`src/rtl/alu_cmd_seq.sv`:
```
// rtl/alu_cmd_seq.sv - command-driven accumulator sequencer in front of a 4-bit combinational ALU
// MUL is done as repeated ALU ADDs of the accumulator into a running product.
module alu_cmd_seq #(
  parameter int WIDTH = 4
) (
  input  logic             clk,
  input  logic             rst_n,
  input  logic             cmd_valid,
  output logic             cmd_ready,
  input  logic [2:0]       cmd_op,
  input  logic [WIDTH-1:0] cmd_data,
  output logic [1:0]       alu_func,
  output logic [WIDTH-1:0] alu_a,
  output logic [WIDTH-1:0] alu_b,
  input  logic [WIDTH-1:0] alu_c,
  output logic             rsp_valid,
  input  logic             rsp_ready,
  output logic [WIDTH-1:0] rsp_data,
  output logic             busy
);

  localparam logic [2:0] OP_LOAD = 3'b100;
  localparam logic [2:0] OP_MUL  = 3'b101;
  localparam logic [2:0] OP_READ = 3'b110;
  localparam logic [2:0] OP_CLR  = 3'b111;
  localparam logic [1:0] FN_ADD  = 2'b11;
  localparam logic [WIDTH-1:0] ONE = {{(WIDTH-1){1'b0}}, 1'b1};

  typedef enum logic [1:0] {S_IDLE, S_EXEC, S_MUL, S_RESP} state_t;

  state_t           r_state;
  state_t           w_next;
  logic [WIDTH-1:0] r_acc;
  logic [WIDTH-1:0] r_prod;
  logic [WIDTH-1:0] r_cnt;
  logic [2:0]       r_op;
  logic [WIDTH-1:0] r_data;
  logic             w_accept;

  assign w_accept  = cmd_valid && (r_state == S_IDLE);
  assign cmd_ready = (r_state == S_IDLE);
  assign busy      = (r_state != S_IDLE);
  assign rsp_valid = (r_state == S_RESP);
  assign rsp_data  = r_acc;

  always_ff @(posedge clk or negedge rst_n) begin
    if (!rst_n) begin
      r_state <= S_IDLE;
    end else begin
      r_state <= w_next;
    end
  end

  always_comb begin
    w_next   = r_state;
    alu_func = 2'b00;
    alu_a    = '0;
    alu_b    = '0;
    case (r_state)
      S_IDLE: begin
        if (cmd_valid) begin
          w_next = (cmd_op == OP_MUL) ? S_MUL : S_EXEC;
        end
      end
      S_EXEC: begin
        // Only the logic/arithmetic opcodes (op[2]==0) go through the ALU.
        if (!r_op[2]) begin
          alu_func = r_op[1:0];
          alu_a    = r_acc;
          alu_b    = r_data;
        end
        w_next = S_RESP;
      end
      S_MUL: begin
        if (r_cnt != '0) begin
          alu_func = FN_ADD;
          alu_a    = r_prod;
          alu_b    = r_acc;
        end else begin
          w_next = S_RESP;
        end
      end
      S_RESP: begin
        if (rsp_ready) begin
          w_next = S_IDLE;
        end
      end
      default: w_next = S_IDLE;
    endcase
  end

  always_ff @(posedge clk or negedge rst_n) begin
    if (!rst_n) begin
      r_acc  <= '0;
      r_prod <= '0;
      r_cnt  <= '0;
      r_op   <= '0;
      r_data <= '0;
    end else begin
      case (r_state)
        S_IDLE: begin
          if (w_accept) begin
            r_op   <= cmd_op;
            r_data <= cmd_data;
            if (cmd_op == OP_MUL) begin
              r_prod <= '0;
              r_cnt  <= cmd_data;
            end
          end
        end
        S_EXEC: begin
          case (r_op)
            OP_LOAD: r_acc <= r_data;
            OP_READ: r_acc <= r_acc;
            OP_CLR:  r_acc <= '0;
            default: r_acc <= alu_c;
          endcase
        end
        S_MUL: begin
          if (r_cnt != '0) begin
            r_prod <= alu_c;
            r_cnt  <= r_cnt - ONE;
          end else begin
            r_acc <= r_prod;
          end
        end
        default: r_acc <= r_acc;
      endcase
    end
  end

endmodule

```
`config.mk`:
```
export PLATFORM = sky130hd
export DESIGN_NAME = alu_cmd_seq
export DESIGN_NICKNAME = d
export VERILOG_FILES = /design/src/rtl/alu_cmd_seq.sv
export SDC_FILE = /design/constraint.sdc
export NUM_CORES = 1
export LEC_CHECK = 0
export BUFFER_PORTS_ARGS = -buffer_cell sky130_fd_sc_hd__clkbuf_2
export CAP_MARGIN = 20
export CORE_ASPECT_RATIO = 1.5
export CORE_MARGIN = 1.5
export CORE_UTILIZATION = 55
export DETAILED_ROUTE_END_ITERATION = 8
export PLACE_DENSITY = 0.86
export SLEW_MARGIN = 20
export SYNTH_ARGS = -nofsm -noshare
export SYNTH_HDL_FRONTEND = slang
export SYNTH_SLANG_ARGS = --single-unit
```
`constraint.sdc`:
```
create_clock -name clk -period 3.6 [get_ports clk]
set_input_delay 0 -clock clk [delete_from_list [all_inputs] [get_ports clk]]
set_output_delay 0 -clock clk [all_outputs]
set_load 0.05 [all_outputs]
```
**Yosys cells after proc, flatten, opt, wreduce, memory -nomap -nowiden**

Index checks and enable logic that the tools add are counted.

- Register bits after elaboration: 21
- Bits of input ports: 15
- Logic and storage cells: 56

- Add/sub/neg operators: 1
- Eq/ne operators: 14
- Mux-type cells: 25
- Reductions and logical operators: 10

Operators by type and width:

| kind | count |
|---|---|
| $mux 4 | 11 |
| $pmux 4 s2 | 5 |
| $eq 3x3->1 const B | 4 |
| $mux 2 | 6 |
| $pmux 4 s3 | 1 |
| $ne 2x2->1 const B | 4 |
| $pmux 2 s4 | 1 |
| $ne 2x1->1 const B | 3 |
| $reduce_and 3->1 | 2 |
| $reduce_bool 2->1 | 3 |
| $eq 2x2->1 const B | 2 |
| $pmux 2 s2 | 1 |
| $reduce_and 4->1 | 1 |
| $reduce_bool 4->1 | 1 |
| $sub 4x1->4 const B | 1 |
| $eq 2x1->1 const B | 1 |
| $logic_not 2->1 | 1 |
| $reduce_and 2->1 | 1 |
| $logic_and 1x1->1 | 1 |

**Logic depth before layout (Yosys ltp)**

Gate-level depths: netlist (run 1).

- Depth after elaboration: 4
- Gate-level depth with buffers: 7

**Least setup slack after synthesis (run 1)**

OpenSTA, ideal clock, no wires.

- Path type: register to register
- Start point: reg r_state[0]
- End point: reg r_state[1]
- Setup time: 0.125 ns
- Arrival: 1.972 ns
- Path slack: 1.503 ns
- Cell stages (with the launch flop): 7
- Buffers on the path: 0
- Path through: dfrtp_1 inv_1 ha_1 inv_1 o22ai_1 nor2_1 mux2_2

- Word-level cells in the longest chain between the ends: 3
- Elaborated cells on any way between the ends: 9
- Those cells by class: 6 x eq/ne; 1 x mux; 2 x reduce/logical

Ends and longest elaborated chain:

| what | line | source |
|---|---|---|
| start: declaration | 31 | `state_t r_state;` |
| start signal: assignment | 50 | `r_state <= w_next;` |
| $logic_not 2->1 (*) | - |  |
| named net cmd_ready | 9 | `output logic cmd_ready,` |
| $ne 2x2->1 (no line) | - |  |
| $reduce_and 3->1 (no line) | - |  |

Mark *: on every way through the listed nets, which the timed path passes. The rest lies on a longest branch.
A chain may end at the register's enable or synchronous reset.

**Worst setup path after layout (run 1)**

- Start point: reg r_state[0]
- End point: out alu_a[3]

- Word-level cells in the longest chain between the ends: 2
- Elaborated cells on any way between the ends: 3
- Those cells by class: 2 x eq/ne; 1 x mux

Ends and longest elaborated chain:

| what | line | source |
|---|---|---|
| $eq 2x2->1 or $eq 2x1->1 (tied branches) | 59 | `case (r_state)` |
| $pmux 4 s2 (*) | 59 |  |
| end: declaration | 13 | `output logic [WIDTH-1:0] alu_a,` |

Mark *: on every way between the ends. The rest lies on a longest branch, timed or not.

==> results.toml, run 1 <==
[logic_synthesis]
synthTopCellsByArea = "dfrtp_1 (40%), mux2_2 (6.9%), ha_1 (5.8%)"
synthesis.nets = 162
syn_area_per_cell_um2 = 9.22
synth_area_um2 = 1300
seq_area_frac_synth_pct = 40.4
synth_top_area_share_pct = 40.4
syn_inst = 141
ys_ff_latch = 21
synth.distinct_cells = 30
synth_top_area_cell = "dfrtp_1"
ys_warn_count = 0

[clock_network]
cts.reportedPaths.clkPinSlew_ps = 110
ctsResizeCount = 0
cts_root_buf = "clkbuf_4"
cts_setup_buffers = 0
htreeDepth = 1
cts-buffers-inserted = 3
clk_latency_ps = 310
hold_buffers = 11
cts_tree = "yes"
cts_buffer_depth = 2
clock_sinks = 21

[detailed_routing]
dr.pass1.iters = 4
antenna_left = 0
wl_per_cell_um = 14.8
via_per_inst = 5.96
routed_wl_um = 2980
via_count = 1204
first_iter_violations = 64
drc = 0

[grt]
antenna_found_initial = 0
grt_overflow = 0
grt_max_degree = 22
grt_pass1_vias = 1194
grt_usage_pct = 23.6
grt_first_pass_wirelength_um = 4940

[sta]
setup_tns_ps = 0
min_period_over_period_pct = 78.8
skew_ps = 5.99
worst_pin_slew_ps = 827
whs_ps = -3.68
finalSetupViolations = 0
rsz0062_at_grt = "no"
finalCriticalPeriod_ps = 2840
drv_slew = 0
final-hold-violation-count = 1
relSlewSlack_pct = 44.6
max_freq_ghz = 0.352

[critical_path]
critPathMaxStageDelay_ps = 700
critPathRequiredTime_ps = 3600
cpMaxStageDelayCell = "nor2_1"
arrival_ps = 2840
crit_fanout = 13
rrSetupSlack_ps = 1060
crit_path_end_kind = "output port"
critical_path_class = "reg -> out"
r2r_end = "r_state[1]"
path_cells = "inv_1 -> ha_1 -> inv_1 -> nor2_1 -> a22oi_1 -> nor2_1 -> clkbuf_2"
cp-start-kind = "flop"
reg2reg_depth = 6
timing.rr.start = "r_state[0]"

[placed_design]
placed_cells = 187
placed_area_um2 = 1440
gp_congestion = 0.817
portBuffers = 31
dp_hpwl_um = 2240

[layout]
syn_to_final_growth_pct = 21.4
final_cells = 202
fill_cells = 181
insertedDiodeCount = 0
design_area_um2 = 1580
final_layout_size_suffix_gt1_share_pct = 24.0
utilization_pct = 70.6
final_cell_mix = "clkbuf_2 (31), dfrtp_1 (21), nor2_1 (17), nand2_1 (14), dlygate4sd3_1 (11)"
final_common_cell = "clkbuf_2"
nNetsFinal = 201

[run_status]
violations = "hold timing"
outcome = "finished with violations"

[die]
coreArea_um2 = 2230
start_util_pct = 58.2
dieArea_um2 = 2670
rows = 21
die_w_um = 42.7
io_pins = 32
die_h_um = 62.5

[min_path]
whs_path_depth = 2
hold_path.startpoint = "alu_c[1]"
holdCritPathClass = "in -> reg"
min_to = "r_prod[1]"

[job]
drv_cap = 0
[critical path, delay by kind of cell, from the launching register on]
| kind | cells | cell delay [ps] |
|---|---|---|
| flip-flops | 1 | 420 |
| adder cells (fa/ha/maj) | 1 | 380 |
| AND/OR/NAND/NOR | 2 | 840 |
| AO/OA/AOI/OAI | 1 | 200 |
| buffers and inverters | 3 | 690 |
[per-layer routing]
layer,vias up,part of all wire [%],wire (µm),GRT usage [%]
li1,580,-,-,-
met4,0,3.1,93,11.3
met3,9,5.3,159,2.60
met1,562,39,1170,27.6
met2,53,52,1560,41.3
met5,-,0,0,0
[cell families (layout without fill, tap and decap cells)]
kind of cell	count (synthesis)	in the layout	share of synthesized area, %
and+or+nand+nor	43	43	15.8
AOI/OAI and AO/OA	40	40	21.1
DFF	21	21	40.4
buffers and inverters	18	56	6.16
muxes	13	13	10.8
adders and majority gates	6	6	5.77
[synth_stat cells (all sizes together)]
| cell | n |
|---|---|
| buf | 4 |
| or2 | 1 |
| a32o | 4 |
| o31ai | 4 |
| clkbuf | 4 |
| nand2 | 14 |
| nor3 | 1 |
| nor2b | 1 |
| nand3b | 4 |
| a31o | 1 |
| dfrtp | 21 |
| mux2 | 8 |
| nand2b | 1 |
| and4b | 1 |
| o22ai | 1 |
| o21ai | 9 |
| mux2i | 5 |
| a21oi | 6 |
| o211ai | 1 |
| nand4b | 2 |
| nor3b | 1 |
| inv | 10 |
| ha | 6 |
| a22oi | 9 |
| nor2 | 17 |
| a2bb2oi | 1 |
| a211oi | 4 |
[state kept, by name (all words and copies together), names as in the netlist]
| register | cells |
|---|---|
| r_cnt | 4 |
| r_prod | 4 |
| r_state | 2 |
| r_data | 4 |
| r_op | 3 |
| rsp_data | 4 |
[metrics by stage]
stage	hold WS [ps]	setup WS (ps)
after floorplan	-296	1500
after CTS	1.17	786
final	-3.68	762
after detailed placement	-9.77	1110
after global placement	-8.44	1270
after global routing	18.2	533
[cell type report]
type	instances	area [µm²]	area share (%)
clock buffer	4	26.3	1.67
tap	23	28.8	1.82
inverter	10	37.5	2.38
sequential	21	526	33.3
timing repair buffer	42	265	16.8
multi-input combinational	102	694	44.0
[worst max path at each step]
stage / cells after the start / startpoint / slack (ps) / to
detailed placement: 6 / r_state[0] / 1110 / r_state[1]
global route: 7 / r_state[0] / 530 / alu_b[0]
CTS: 7 / r_state[0] / 790 / alu_a[3]
global placement: 7 / r_state[0] / 1270 / alu_b[0]
finish: 7 / r_state[0] / 760 / alu_a[3]
floorplan: 6 / r_state[0] / 1500 / r_state[1]
Power of run 1 is not shown: default switching activity piles up to over one toggle a cycle in this logic, so the estimate is an artifact.
==> inputs of run 2 (changes only) <==
--- a/config.mk
+++ b/config.mk
@@ -5,13 +5,14 @@
 export SDC_FILE = /design/constraint.sdc
 export NUM_CORES = 1
 export LEC_CHECK = 0
+export ABC_AREA = 1
 export BUFFER_PORTS_ARGS = -buffer_cell sky130_fd_sc_hd__clkbuf_2
 export CAP_MARGIN = 20
 export CORE_ASPECT_RATIO = 1.5
 export CORE_MARGIN = 1.5
-export CORE_UTILIZATION = 55
+export CORE_UTILIZATION = 48
 export DETAILED_ROUTE_END_ITERATION = 8
-export PLACE_DENSITY = 0.86
+export PLACE_DENSITY = 0.79
 export SLEW_MARGIN = 20
 export SYNTH_ARGS = -nofsm -noshare
 export SYNTH_HDL_FRONTEND = slang
==> constraint.sdc (replaced) <==
create_clock -name clk -period 2.5 [get_ports clk]
set_input_delay 0 -clock clk [delete_from_list [all_inputs] [get_ports clk]]
set_output_delay 0 -clock clk [all_outputs]
set_load 0.05 [all_outputs]
==> results.toml, run 2 <==
[run_status]
outcome = "complete, no violations"

[logic_synthesis]
synth_top_area_cell = "dfrtp_1"
synth-edff-count = 0
synth_top_area_share_pct = 38.5
synth_top_flop_cell = "dfrtp_1"
seq_area_frac_synth_pct = 38.5
syn_area_per_cell_um2 = 7.22
synth_most_common_cell = "nand2_1"
ys_warn_count = 0
async_flop_share_pct = 100
synthTopCellsByArea = "dfrtp_1 (39%), nand2_1 (17%), a21oi_1 (7.3%)"
synth_area_um2 = 1360
synth.distinct_cells = 22
ys_ff_latch = 21
syn_inst = 189
ys_top_cells_by_count = "nand2_1 (61), dfrtp_1 (21), a21oi_1 (20), inv_1 (18), nand3_1 (18)"
synthesis.nets = 210

[layout]
final_cells = 269
nNetsFinal = 254
insertedDiodeCount = 0
final_layout_size_suffix_gt1_share_pct = 21.1
final_common_cell = "nand2_1"
final_cell_mix = "nand2_1 (61), clkbuf_2 (31), dfrtp_1 (21), a21oi_1 (20)"
syn_to_final_growth_pct = 24.9

[clock_network]
clk_latency_ps = 260
htreeDepth = 1
cts.reportedPaths.clkPinSlew_ps = 80
cts-buffers-inserted = 3
cts_buffer_depth = 2
clock_sinks = 21
ctsResizeCount = 0
cts_root_buf = "clkbuf_8"
cts_setup_buffers = 0
hold_buffers = 10
cts_tree = "yes"

[power_and_ir_drop]
swShare_pct = 56.8
power.density_nw_per_um2 = 1430
p_int_w = 0.00106
switchingPower_w = 0.00139
power.total_w = 0.00244
clockPowerShare_pct = 9.4
sequentialPowerShare_pct = 27.1
p_leak_nw = 0.895
power_frac_comb_pct = 63.5
peakVddDrop_uv = 987

[min_path]
holdCritPathClass = "in -> reg"
whs_path_depth = 3
hold_path.startpoint = "alu_c[2]"
min_to = "r_prod[2]"

[critical_path]
critical_path_class = "reg -> out"
cp_top_family = "buffers and inverters"
timing.rr.start = "r_state[0]"
r2r_end = "r_cnt[1]"
crit_fanout = 9
arrival_ps = 2060
reg2reg_depth = 7
path_cells = "inv_1 -> ha_1 -> nand2_4 -> inv_2 -> nand2_1 -> a21oi_1 -> clkbuf_2"
crit_path_end_kind = "output port"
cp-start-kind = "flop"
rrSetupSlack_ps = 770
cpMaxStageDelayCell = "dfrtp_1"
critPathMaxStageDelay_ps = 400
path_buf_inv = 3
critPathRequiredTime_ps = 2500

[grt]
grt_pass1_vias = 1288
antenna_found_initial = 0
grt_usage_pct = 24.5
grt_overflow = 0
grt_first_pass_wirelength_um = 5530
grt_max_degree = 22

[placed_design]
dp_hpwl_um = 2450
portBuffers = 31
placed_cells = 255
gp_congestion = 0.871

[sta]
max_freq_ghz = 0.485
relSlewSlack_pct = 64.2
min_period_over_period_pct = 82.5
skew_ps = 3.28
final-hold-violation-count = 0
finalCriticalPeriod_ps = 2060
worst_pin_slew_ps = 537
drv_slew = 0
finalSetupViolations = 0
rsz0062_at_grt = "no"
setup_tns_ps = 0

[die]
die_h_um = 68.3
io_pins = 32
rows = 23
dieArea_um2 = 3180
coreArea_um2 = 2680
die_w_um = 46.5
start_util_pct = 51.0

[detailed_routing]
drc = 0
antenna_left = 0
wl_per_cell_um = 12.1
first_iter_violations = 29
routed_wl_um = 3260
via_per_inst = 5.07
via_count = 1364
dr.pass1.iters = 4

[job]
drv_cap = 0
## run 2: worst reg2reg max path, cell delays in order, from the launching register on
cell,delay [ps]
dfrtp_1,400
inv_1,120
ha_1,300
nand2_2,220
o22ai_4,260
nand2_4,140
nand2_1,110
o21ai_2,50
## run 2: metrics by stage
| step | worst slack (ps) | area (µm²) | hold WS [ps] | utilization, % |
|---|---|---|---|---|
| after floorplan | 417 | 1360 | -296 | - |
| after global placement | 783 | 1560 | 4.49 | 58.2 |
| after detailed placement | 765 | 1560 | 2.57 | 58.2 |
| after CTS | 463 | 1700 | 0.661 | 63.6 |
| after global routing | 282 | 1700 | 22.7 | 63.6 |
| final | 438 | 1700 | 4.01 | 63.6 |
## run 2: kinds of logic after synthesis
kind of cell    Yosys count  synth area share [%]
flops                    21                  38.5
xor+xnor                  1                 0.642
buf+inv                  24                  6.88
fa+ha+maj                 6                  5.50
simple gates            100                  31.6
compound gates           34                  14.4
mux                       3                  2.48
## run 2: layout make-up
class | count | area [µm²]
fill | 257 | 973
multi-input combinational | 144 | 744
sequential | 21 | 526
timing repair buffer | 42 | 263
inverter | 21 | 78.8
tap | 37 | 46.3
clock buffer | 4 | 45.0
## run 2: metal layers
layer / part of all wire, % / global-route usage (%) / vias up
met3: 2.9 / 3.43 / 8
met5: 0 / 0 / -
met4: 2.7 / 15.7 / 0
met1: 41 / 28.6 / 631
met2: 53 / 40.3 / 31
li1: - / - / 694
## run 2: power groups by stage
stage	registers, W	logic [W]	clock network, W
3_3_place_gp	0.000664	0.00152	0
2_1_floorplan	0.000728	0.00114	0
4_1_cts	0.000659	0.00156	0.000231
3_5_place_dp	0.000666	0.00154	0
5_1_grt	0.000682	0.00174	0.000248
6_report	0.000661	0.00155	0.000229
## run 2: how the worst max path moves through the flow
stage	from	slack [ps]	endpoint	cells past startpoint
after floorplan	r_state[0]	420	r_state[1]	7
after global placement	r_state[1]	780	alu_b[3]	7
after detailed placement	r_state[1]	760	alu_b[3]	7
after CTS	r_state[1]	460	alu_b[3]	7
after global routing	r_state[1]	280	alu_b[0]	7
final	r_state[0]	440	alu_b[3]	7
Power figures use the tool's default switching activity.
